**src/rtl/beat_sequence_monitor_if.sv**
```systemverilog
// Beat-bus monitor signal bundle: stimulus side (t, clr, optional hold) and status side.
// The hold line exists only when BEAT_MON_HOLD_EN is defined.
interface beat_sequence_monitor_if #(
  parameter int BEATS = 4,
  parameter int CNT_W = 16
);
  localparam int PH_W = (BEATS > 1) ? $clog2(BEATS) : 1;

  logic [BEATS-1:0] t;
  logic             clr;
`ifdef BEAT_MON_HOLD_EN
  logic             hold;
`endif
  logic             locked;
  logic [PH_W-1:0]  phase;
  logic             cycle_done;
  logic [CNT_W-1:0] cycle_cnt;
  logic             err_onehot;
  logic             err_order;
  logic [7:0]       err_cnt;

`ifdef BEAT_MON_HOLD_EN
  modport master (
    output t, clr, hold,
    input  locked, phase, cycle_done, cycle_cnt, err_onehot, err_order, err_cnt
  );
  modport slave (
    input  t, clr, hold,
    output locked, phase, cycle_done, cycle_cnt, err_onehot, err_order, err_cnt
  );
`else
  modport master (
    output t, clr,
    input  locked, phase, cycle_done, cycle_cnt, err_onehot, err_order, err_cnt
  );
  modport slave (
    input  t, clr,
    output locked, phase, cycle_done, cycle_cnt, err_onehot, err_order, err_cnt
  );
`endif
endinterface

```
**src/rtl/beat_sequence_monitor.sv**
```systemverilog
// Receive-side checker for the one-hot beat rotation: lock tracking, phase, cycle and error counts.
// Define BEAT_MON_HOLD_EN to add the hold input that lets a beat legally repeat.
module beat_sequence_monitor #(
  parameter int BEATS       = 4,
  parameter int CNT_W       = 16,
  parameter int LOCK_CYCLES = 2
) (
  input  logic                     clk,
  input  logic                     rst,
  beat_sequence_monitor_if.slave   bus
);

  localparam int PH_W   = (BEATS > 1) ? $clog2(BEATS) : 1;
  localparam int GOOD_W = (LOCK_CYCLES > 0) ? $clog2(LOCK_CYCLES + 1) : 1;
  localparam logic [BEATS-1:0] FIRST_BEAT = BEATS'(1);

  typedef enum logic [1:0] {
    HUNT   = 2'd0,
    TRACK  = 2'd1,
    LOCKED = 2'd2
  } state_e;

  state_e           state_q, state_d;
  logic [BEATS-1:0] prev_q, prev_d;
  logic [GOOD_W-1:0] good_q, good_d;
  logic [PH_W-1:0]  phase_q, phase_d;
  logic             locked_q, locked_d;
  logic             cycle_done_q, cycle_done_d;
  logic [CNT_W-1:0] cycle_cnt_q, cycle_cnt_d;
  logic             err_onehot_q, err_onehot_d;
  logic             err_order_q, err_order_d;
  logic [7:0]       err_cnt_q, err_cnt_d;

  logic [BEATS-1:0] expected;
  logic             advance;
  logic             err;

  function automatic logic [PH_W-1:0] beat_index(input logic [BEATS-1:0] beat);
    logic [PH_W-1:0] idx;
    idx = '0;
    for (int i = 0; i < BEATS; i++) begin
      if (beat[i]) idx = PH_W'(i);
    end
    return idx;
  endfunction

  always_comb begin
    // NOTE: every variable gets a default here so no path leaves one unassigned (no latch).
    state_d      = state_q;
    prev_d       = prev_q;
    good_d       = good_q;
    phase_d      = phase_q;
    cycle_done_d = 1'b0;
    cycle_cnt_d  = bus.clr ? '0 : cycle_cnt_q;
    err_onehot_d = bus.clr ? 1'b0 : err_onehot_q;
    err_order_d  = bus.clr ? 1'b0 : err_order_q;
    err_cnt_d    = bus.clr ? 8'd0 : err_cnt_q;
    err          = 1'b0;
    expected     = {prev_q[BEATS-2:0], prev_q[BEATS-1]};
    advance      = 1'b1;
`ifdef BEAT_MON_HOLD_EN
    if (bus.hold) begin
      expected = prev_q;
      advance  = 1'b0;
    end
`endif

    unique case (state_q)
      HUNT: begin
        if (bus.t == FIRST_BEAT) begin
          prev_d  = bus.t;
          good_d  = '0;
          phase_d = '0;
          state_d = TRACK;
        end
      end
      default: begin
        // One-hot violations take priority so a single sample is never counted twice.
        if (!$onehot(bus.t)) begin
          err_onehot_d = 1'b1;
          err          = 1'b1;
        end else if (bus.t != expected) begin
          err_order_d = 1'b1;
          err         = 1'b1;
        end else begin
          prev_d  = bus.t;
          phase_d = beat_index(bus.t);
          if (advance && prev_q[BEATS-1]) begin
            cycle_done_d = 1'b1;
            if (cycle_cnt_d != '1) cycle_cnt_d = cycle_cnt_d + 1'b1;
            if (state_q == TRACK) begin
              good_d = good_q + 1'b1;
              if (good_d == GOOD_W'(LOCK_CYCLES)) state_d = LOCKED;
            end
          end
        end

        if (err) begin
          if (err_cnt_d != 8'hFF) err_cnt_d = err_cnt_d + 1'b1;
          state_d = HUNT;
          prev_d  = '0;
          good_d  = '0;
          phase_d = '0;
        end
      end
    endcase

    locked_d = (state_d == LOCKED);
  end

  // NOTE: state is updated only here, with non-blocking assignments, so all flops see pre-edge values.
  always_ff @(posedge clk or negedge rst) begin
    if (!rst) begin
      state_q      <= HUNT;
      prev_q       <= '0;
      good_q       <= '0;
      phase_q      <= '0;
      locked_q     <= 1'b0;
      cycle_done_q <= 1'b0;
      cycle_cnt_q  <= '0;
      err_onehot_q <= 1'b0;
      err_order_q  <= 1'b0;
      err_cnt_q    <= 8'd0;
    end else begin
      state_q      <= state_d;
      prev_q       <= prev_d;
      good_q       <= good_d;
      phase_q      <= phase_d;
      locked_q     <= locked_d;
      cycle_done_q <= cycle_done_d;
      cycle_cnt_q  <= cycle_cnt_d;
      err_onehot_q <= err_onehot_d;
      err_order_q  <= err_order_d;
      err_cnt_q    <= err_cnt_d;
    end
  end

  assign bus.locked     = locked_q;
  assign bus.phase      = phase_q;
  assign bus.cycle_done = cycle_done_q;
  assign bus.cycle_cnt  = cycle_cnt_q;
  assign bus.err_onehot = err_onehot_q;
  assign bus.err_order  = err_order_q;
  assign bus.err_cnt    = err_cnt_q;

endmodule

```
**src/flat_wrapper.sv**
```systemverilog
// flat-port wrapper written by rule: the top's interface ports become plain ports
module beat_sequence_monitor_flat 
#(
  parameter int BEATS       = 4,
  parameter int CNT_W       = 16,
  parameter int LOCK_CYCLES = 2
)
  (clk, rst, bus_t, bus_clr, bus_locked, bus_phase, bus_cycle_done, bus_cycle_cnt, bus_err_onehot, bus_err_order, bus_err_cnt);
  beat_sequence_monitor_if #(.BEATS(BEATS), .CNT_W(CNT_W)) bus_i ();
  input  logic clk;
  input  logic rst;
  input wire logic [$bits(bus_i.t)-1:0] bus_t;
  input wire logic [$bits(bus_i.clr)-1:0] bus_clr;
  output wire logic [$bits(bus_i.locked)-1:0] bus_locked;
  output wire logic [$bits(bus_i.phase)-1:0] bus_phase;
  output wire logic [$bits(bus_i.cycle_done)-1:0] bus_cycle_done;
  output wire logic [$bits(bus_i.cycle_cnt)-1:0] bus_cycle_cnt;
  output wire logic [$bits(bus_i.err_onehot)-1:0] bus_err_onehot;
  output wire logic [$bits(bus_i.err_order)-1:0] bus_err_order;
  output wire logic [$bits(bus_i.err_cnt)-1:0] bus_err_cnt;
  assign bus_i.t = bus_t;
  assign bus_i.clr = bus_clr;
  assign bus_locked = bus_i.locked;
  assign bus_phase = bus_i.phase;
  assign bus_cycle_done = bus_i.cycle_done;
  assign bus_cycle_cnt = bus_i.cycle_cnt;
  assign bus_err_onehot = bus_i.err_onehot;
  assign bus_err_order = bus_i.err_order;
  assign bus_err_cnt = bus_i.err_cnt;
  beat_sequence_monitor #(.BEATS(BEATS), .CNT_W(CNT_W), .LOCK_CYCLES(LOCK_CYCLES)) u_core (.clk(clk), .rst(rst), .bus(bus_i));
endmodule
```
**config.mk**
```make
export PLATFORM = sky130hd
export DESIGN_NAME = beat_sequence_monitor_flat
export DESIGN_NICKNAME = d
export VERILOG_FILES = /design/src/rtl/beat_sequence_monitor_if.sv /design/src/rtl/beat_sequence_monitor.sv /design/src/flat_wrapper.sv
export SDC_FILE = /design/constraint.sdc
export NUM_CORES = 1
export LEC_CHECK = 0
export ABC_AREA = 1
export BUFFER_PORTS_ARGS = -buffer_cell sky130_fd_sc_hd__buf_2
export CAP_MARGIN = 20
export CELL_PAD_IN_SITES_DETAIL_PLACEMENT = 1
export CELL_PAD_IN_SITES_GLOBAL_PLACEMENT = 2
export CORE_ASPECT_RATIO = 1.25
export CORE_UTILIZATION = 30
export CTS_CLUSTER_DIAMETER = 40
export DETAILED_ROUTE_END_ITERATION = 10
export PLACE_DENSITY = 0.75
export SYNTH_ARGS = -nofsm -noshare
export SYNTH_HDL_FRONTEND = slang
export SYNTH_SLANG_ARGS = --single-unit
```
**constraint.sdc**
```tcl
create_clock -name clk -period 1.43 [get_ports clk]
set_input_delay 0.2145 -clock clk [delete_from_list [all_inputs] [get_ports clk]]
set_output_delay 0.2145 -clock clk [all_outputs]
set_load 0.1 [all_outputs]
```
==> flow_metrics.env, run 1 <==
export IMPL_hold_class="input pin to flip-flop"
export IMPL_final_cell_area_um2=3731
export IMPL_synthTopCellsByArea="dfrtp_1 39%, nand2_1 13%, inv_1 6.9%"
export IMPL_outcome="finished with violations"
export IMPL_layout_min_cycle_time_ns=2.036
export IMPL_rsz0062_at_grt="yes"
export IMPL_tns_ns=-19.05
export IMPL_drt_wl_total_um=7359
export IMPL_clkTransAtPathRegs_ns=0.08
export IMPL_grtUsageMet3_pct=2.389
export IMPL_cap_violations=0
export IMPL_cts_tree="yes"
export IMPL_num_vias=2408
export IMPL_gr_usage_all_layers_pct=19.49
export IMPL_ys_seq_elements=38
export IMPL_timing_rr_end="u_core.bus.err_cnt[2]"
export IMPL_die_w_um=82.64
export IMPL_fin_crit_sh_pct=142.4
export IMPL_critical_path_top_delay_family="simple AND/OR/NAND/NOR gates"
export IMPL_initialDrtViolationCount=57
export IMPL_place_area_um2=3387
export IMPL_yosysUniqueCellTypes=36
export IMPL_crit_arrival_ns=2.23
export IMPL_whs_path_depth=4
export IMPL_ys_seq_area_share_pct=38.99
export IMPL_clockPowerShare_pct=31.5
export IMPL_antenna_cells=0
export IMPL_finalHoldViolCount=0
export IMPL_cp_end_kind="flip-flop"
export IMPL_synth_edff_count=0
export IMPL_fin_cells=524
export IMPL_gp_congestion=0.7889
export IMPL_start_util_pct=31.11
export IMPL_p_leak_nw=1.974
export IMPL_critPathSlowestCell="fa_1"
export IMPL_async_flop_share_pct=100.0
export IMPL_dp_hpwl_um=5814
export IMPL_synth_most_common_cell="nand2_1"
export IMPL_wl_per_cell_um=14.04
export IMPL_grt_util_met2_pct=37.01
export IMPL_grt_busiest_layer="met2"
export IMPL_pwr_share_seq_pct=44.9
export IMPL_grt_pass1_vias=2637
export IMPL_pwr_density_cell_nw_per_um2=678.1
export IMPL_ir_drop_mv=0.3749
export IMPL_min_to="u_core.prev_q[0]"
export IMPL_reg2reg_depth=11
export IMPL_dieHeight_um=102.8
export IMPL_dieArea_um2=8495
export IMPL_rr_startpoint="u_core.bus.err_cnt[0]"
export IMPL_synth_cells=308
export IMPL_netlist_area_um2=2439
export IMPL_internal_power_w=0.001749
export IMPL_cts_buffers=5
export IMPL_p_sw_share_pct=30.89
export IMPL_first_pass_iters=4
export IMPL_clock_latency_ns=0.29
export IMPL_syn_nets=324
export IMPL_violations="setup timing"
export IMPL_switchingPower_w=0.0007816
export IMPL_clock_skew_ns=0.007687
export IMPL_grt_overflow=0
export IMPL_worst_slack_ns=-0.6061
export IMPL_drive_above_1_share_pct=48.02
export IMPL_avgSynthCellArea_um2=7.917
export IMPL_fmax_mhz=491.1
export IMPL_placed_cells=507
export IMPL_grt_first_pass_wirelength_um=12400
export IMPL_port_buffers=36
export IMPL_avgViaCountPerCell=4.595
export IMPL_cp_required_ns=1.63
export IMPL_final_nets=444
export IMPL_clockRootBuffer="clkbuf_8"
export IMPL_critical_path_max_stage_delay_ns=0.42
export IMPL_combPwrFrac_pct=23.6
export IMPL_ys_flop_type="dfrtp_1"
export IMPL_synth_top_area_share_pct=38.99
export IMPL_core_area_um2=7838
export IMPL_grt_max_degree=16
export IMPL_met1_usage_pct=22.32
export IMPL_fp_row_count=36
export IMPL_drc=0
export IMPL_crit_path_cell_trace="buf_12 > inv_12 > ha_4 > inv_4 > ha_4 > fa_1 > nand3b_1 > nor2_4 > nand3_4 > nor2_8 > nand2_4 > nor2_4 > nand2_1 > nand2_1 > inv_1"
export IMPL_setup_viol=38
export IMPL_ioPinCount=37
export IMPL_path_buf_inv=4
export IMPL_synth_top_area_cell="dfrtp_1"
export IMPL_cts_path_max_buffers=2
export IMPL_fin_hold_ws_ns=0.2917
export IMPL_antenna_found_initial=0
export IMPL_cts_sinks=38
export IMPL_relSlewSlack_pct=67.83
export IMPL_htree_levels=2
export IMPL_yosysWarningCount=0
export IMPL_tightest_slew_ns=0.4859
export IMPL_setup_worst_path_start="bus_t[1]"
export IMPL_path_class="input pin to flip-flop"
export IMPL_reg2reg_slack_ns=-0.27
export IMPL_start_kind="input pin"
export IMPL_area_growth_pct=53.00
export IMPL_min_delay_start="bus_t[0]"
export IMPL_synth_common_cells="82 x nand2_1, 45 x inv_1, 38 x dfrtp_1, 22 x nand3_1, 21 x nor2_1"
export IMPL_finalMaxSlewViolations=0
export IMPL_ant_nets=0
export IMPL_path_max_fanout=8
==> worst max path at each step <==
| stage | slack, ns | depth (start not counted) | to |
|---|---|---|---|
| after floorplan | -0.72 | 14 | u_core.bus.cycle_cnt[9] |
| after global placement | -0.99 | 15 | u_core.bus.cycle_cnt[9] |
| after detailed placement | -1.07 | 15 | u_core.bus.cycle_cnt[9] |
| after CTS | -0.68 | 15 | u_core.bus.cycle_cnt[9] |
| after global routing | -0.74 | 15 | u_core.bus.cycle_cnt[9] |
| final | -0.61 | 15 | u_core.bus.cycle_cnt[9] |
==> routing by layer <==
| layer | up-vias | part of all wire [%] |
|---|---|---|
| met2 | 36 | 56 |
| met1 | 1164 | 41 |
| li1 | 1201 | - |
| met4 | 0 | 1.2 |
| met5 | - | 0 |
| met3 | 7 | 2.2 |
==> metrics by stage <==
step                worst slack, ns  util, %  power (W)
finish                      -0.6061    47.61   0.002530
global placement            -0.9935    43.22   0.001657
floorplan                   -0.7227        -   0.001439
CTS                         -0.6781    46.70   0.002533
detailed placement           -1.072    43.22   0.001674
global route                -0.7400    47.61   0.002658
==> area by class of cell <==
type	count	area, um^2
fillers	949	4106
inverters	54	230.2
multi-input cells	212	1416
clock buffers	7	86.33
repair buffers	117	905.9
well taps	95	118.9
flip-flops and latches	38	968.4
clock inverters	1	5.005
==> power by group through the flow <==
stage | Sequential, W | Clock (W) | Combinational [W]
global placement | 0.00116 | 0 | 0.000499
global route | 0.00114 | 0.000862 | 0.000652
detailed placement | 0.00116 | 0 | 0.000517
floorplan | 0.00121 | 0 | 0.000228
CTS | 0.00114 | 0.000818 | 0.000578
finish | 0.00114 | 0.000797 | 0.000596
==> timing repair <==
action / CTS / global route
buffers inserted: 9 / 5
resized for setup: 37 / 17
setup endpoints to repair: 43 / 42
hold buffers: 1 / 0
pin swaps: 17 / 9
hold endpoints to repair: 13 / 0
==> state kept, by name, indices dropped and copies added (netlist names) <==
name and count:
u_core.bus.cycle_cnt 16, u_core.bus.cycle_done 1, u_core.bus.err_cnt 8, u_core.bus.err_onehot 1
u_core.bus.err_order 1, u_core.bus.locked 1, u_core.bus.phase 2, u_core.good_q 2
u_core.prev_q 4, u_core.state_q 2
==> cell families after synthesis <==
group	after synthesis	share of synthesized area [%]
simple gates	171	37.35
buf+inv	58	10.47
flops	38	38.99
compound gates	26	5.798
fa+ha+maj	9	4.926
xor+xnor	6	2.463
==> tightest hold or removal path: stages <==
cell	delay (ns)
buf_6	0.08
buf_4	0.12
nand3_2	0.06
o21ai_1	0.07
==> cells in the final DEF, fill, tap and decap left out, types with 2 or more instances in the layout <==
| master | n |
|---|---|
| nor2_1 | 16 |
| xor2_1 | 4 |
| nand2_4 | 4 |
| inv_1 | 40 |
| inv_2 | 9 |
| o21ai_0 | 2 |
| inv_4 | 3 |
| nand3_2 | 9 |
| ha_4 | 3 |
| nor2_2 | 9 |
| dfrtp_1 | 28 |
| buf_4 | 79 |
| clkbuf_8 | 6 |
| nand3_1 | 14 |
| clkbuf_4 | 4 |
| ha_1 | 5 |
| buf_12 | 4 |
| buf_2 | 22 |
| nor2_8 | 2 |
| nor2_4 | 7 |
| buf_6 | 6 |
| nand4_1 | 11 |
| o21ai_1 | 13 |
| dfrtp_2 | 8 |
| o21ai_2 | 5 |
| nand2_2 | 8 |
| nand3_4 | 3 |
| nand2_8 | 3 |
| nand2_1 | 79 |
| nor3_2 | 2 |
| dfrtp_4 | 2 |
Note: power is estimated with default switching activity, not from simulation.
==> inputs of run 2 (changes only) <==
--- a/config.mk
+++ b/config.mk
@@ -15,4 +15,6 @@
 export CTS_CLUSTER_DIAMETER = 40
 export DETAILED_ROUTE_END_ITERATION = 10
+export GPL_ROUTABILITY_DRIVEN = 0
+export HOLD_SLACK_MARGIN = 0.02
 export PLACE_DENSITY = 0.75
 export SYNTH_ARGS = -nofsm -noshare
==> constraint.sdc (replaced) <==
create_clock -name clk -period 1.43 [get_ports clk]
set_input_delay 0.286 -clock clk [delete_from_list [all_inputs] [get_ports clk]]
set_output_delay 0.286 -clock clk [all_outputs]
set_load 0.1 [all_outputs]
==> run 2 against run 1 <==
Setup slack worse by 0.18 ns. Non-clock buffer count is 5 higher. Clock power is 0.6% lower. Critical path type unchanged. Worst hold slack better by 0.061 ns. The flow still finishes with violations (setup timing). Maximum frequency is 8.1% lower. Count of clock-buffer cells in the layout stayed put. Die area stayed put. Global-route usage is 0.45 points higher. Register-to-register slack worse by 0.03 ns. Routed wire length is 5.4% higher.
==> flow_metrics.env, run 2 (synthesis gave the netlist of run 1 again) <==
export IMPL_die_w_um=82.64
export IMPL_clockRootBuffer="clkbuf_8"
export IMPL_cts_sinks=38
export IMPL_path_class="input pin to flip-flop"
export IMPL_dp_hpwl_um=5856
export IMPL_ioPinCount=37
export IMPL_clock_latency_ns=0.29
export IMPL_drive_above_1_share_pct=50.00
export IMPL_ant_nets=0
export IMPL_antenna_found_initial=0
export IMPL_antenna_cells=0
export IMPL_whs_path_depth=4
export IMPL_pwr_density_cell_nw_per_um2=636.9
export IMPL_power_total_w=0.002539
export IMPL_setup_viol=38
export IMPL_cts_buffers=5
export IMPL_hold_class="input pin to flip-flop"
export IMPL_cp_required_ns=1.65
export IMPL_dieArea_um2=8495
export IMPL_fin_crit_sh_pct=154.9
export IMPL_largest_register_ff_count=16
export IMPL_crit_arrival_ns=2.43
export IMPL_rsz0062_at_grt="yes"
export IMPL_cts_tree="yes"
export IMPL_finalMaxSlewViolations=0
export IMPL_cap_violations=0
export IMPL_outcome="finished with violations"
export IMPL_start_kind="input pin"
export IMPL_htree_levels=2
export IMPL_placed_cells=509
export IMPL_path_max_fanout=3
export IMPL_start_util_pct=31.11
export IMPL_reg2reg_depth=12
export IMPL_clkTransAtPathRegs_ns=0.07
export IMPL_dieHeight_um=102.8
export IMPL_violations="setup timing"
export IMPL_area_growth_pct=63.47
export IMPL_drc=0
export IMPL_finalHoldViolCount=0
export IMPL_cp_end_kind="flip-flop"
export IMPL_initialDrtViolationCount=44
export IMPL_layout_common_cells="75 x nand2_1, 75 x buf_4, 41 x inv_1"
export IMPL_first_pass_iters=4
export IMPL_clock_skew_ns=0.007206
export IMPL_tns_ns=-23.39
export IMPL_min_delay_start="bus_t[2]"
export IMPL_min_to="u_core.prev_q[2]"
export IMPL_avgViaCountPerCell=4.679
export IMPL_num_vias=2475
export IMPL_reg2reg_slack_ns=-0.30
export IMPL_grt_pass1_vias=2706
export IMPL_wl_per_cell_um=14.66
export IMPL_grt_overflow=0
export IMPL_grt_max_degree=39
export IMPL_cts_path_max_buffers=2
export IMPL_p_leak_nw=2.083
export IMPL_tightest_slew_ns=0.4931
export IMPL_timing_rr_end="u_core.bus.err_cnt[7]"
export IMPL_final_nets=449
export IMPL_fp_row_count=36
export IMPL_fin_cells=529
export IMPL_grt_first_pass_wirelength_um=12760
export IMPL_ir_drop_mv=0.3886
export IMPL_relSlewSlack_pct=67.35
export IMPL_port_buffers=36
export IMPL_gr_usage_all_layers_pct=19.95
export IMPL_rr_startpoint="u_core.bus.err_cnt[0]"
export IMPL_drt_wl_total_um=7756
export IMPL_worst_slack_ns=-0.7847
export IMPL_fmax_mhz=451.5
export IMPL_core_area_um2=7838
export IMPL_layout_min_cycle_time_ns=2.215
## run 2: worst max path at each step
| stage | from | end | cells past startpoint | slack, ns |
|---|---|---|---|---|
| after floorplan | bus_t[1] | u_core.bus.cycle_cnt[9] | 14 | -0.79 |
| after global placement | bus_t[1] | u_core.bus.cycle_cnt[9] | 15 | -1.06 |
| after detailed placement | bus_t[1] | u_core.bus.cycle_cnt[9] | 15 | -1.13 |
| after CTS | bus_t[1] | u_core.bus.cycle_cnt[9] | 15 | -0.77 |
| after global routing | bus_t[1] | u_core.good_q[0] | 16 | -0.89 |
| final | bus_t[1] | u_core.good_q[0] | 16 | -0.78 |
## run 2: metrics by stage
stage,setup WS (ns),util [%],hold slack (ns),area [um^2]
finish,-0.7847,50.86,0.3530,3986
global route,-0.8906,50.86,0.3747,3986
floorplan,-0.7943,-,-0.009591,2541
CTS,-0.7719,49.74,0.3594,3899
detailed placement,-1.133,45.18,0.2767,3541
global placement,-1.064,45.18,0.2740,3541
## run 2: metal layers
metal  global-route usage, %  up-vias  wire, um
li1                        -     1215         -
met1                   22.91     1206      3176
met2                   37.45       43      4293
met3                   2.743       11       173
met4                   5.968        0       112
met5                       0        -         0
## run 2: timing repair
item / 4_1_cts / 5_1_grt
gates resized for setup: 49 / 27
pin swaps: 12 / 9
setup endpoints to repair: 40 / 43
endpoints found under the hold margin: 38 / 0
buffers inserted: 10 / 6
cloned: 0 / 0
hold buffers: 1 / 0
## run 2: final cells by class
cell class	instances	area, um^2
fillers	949	3851
clock inverters	1	5.005
flip-flops and latches	38	962.2
clock buffers	7	86.33
multi-input cells	212	1475
well taps	95	118.9
inverters	54	227.7
repair buffers	122	1111
## run 2: power breakdown
group / switching, W / total, W / internal [W]
logic: 0.000354 / 0.000608 / 0.000254
registers: 0.0000268 / 0.00114 / 0.00111
clock network: 0.000403 / 0.000792 / 0.000390
## run 2: worst max-delay path, cell delays in order
cell and delay (ns):
buf_12 0.09, inv_12 0.03, ha_4 0.26, inv_4 0.03, ha_4 0.15, fa_1 0.42, nand3b_1 0.23, nor2_4 0.17
buf_4 0.13, buf_6 0.08, buf_6 0.08, buf_6 0.09, nand3_1 0.12, nand3_2 0.12, nand2_1 0.08, o21ai_2 0.06
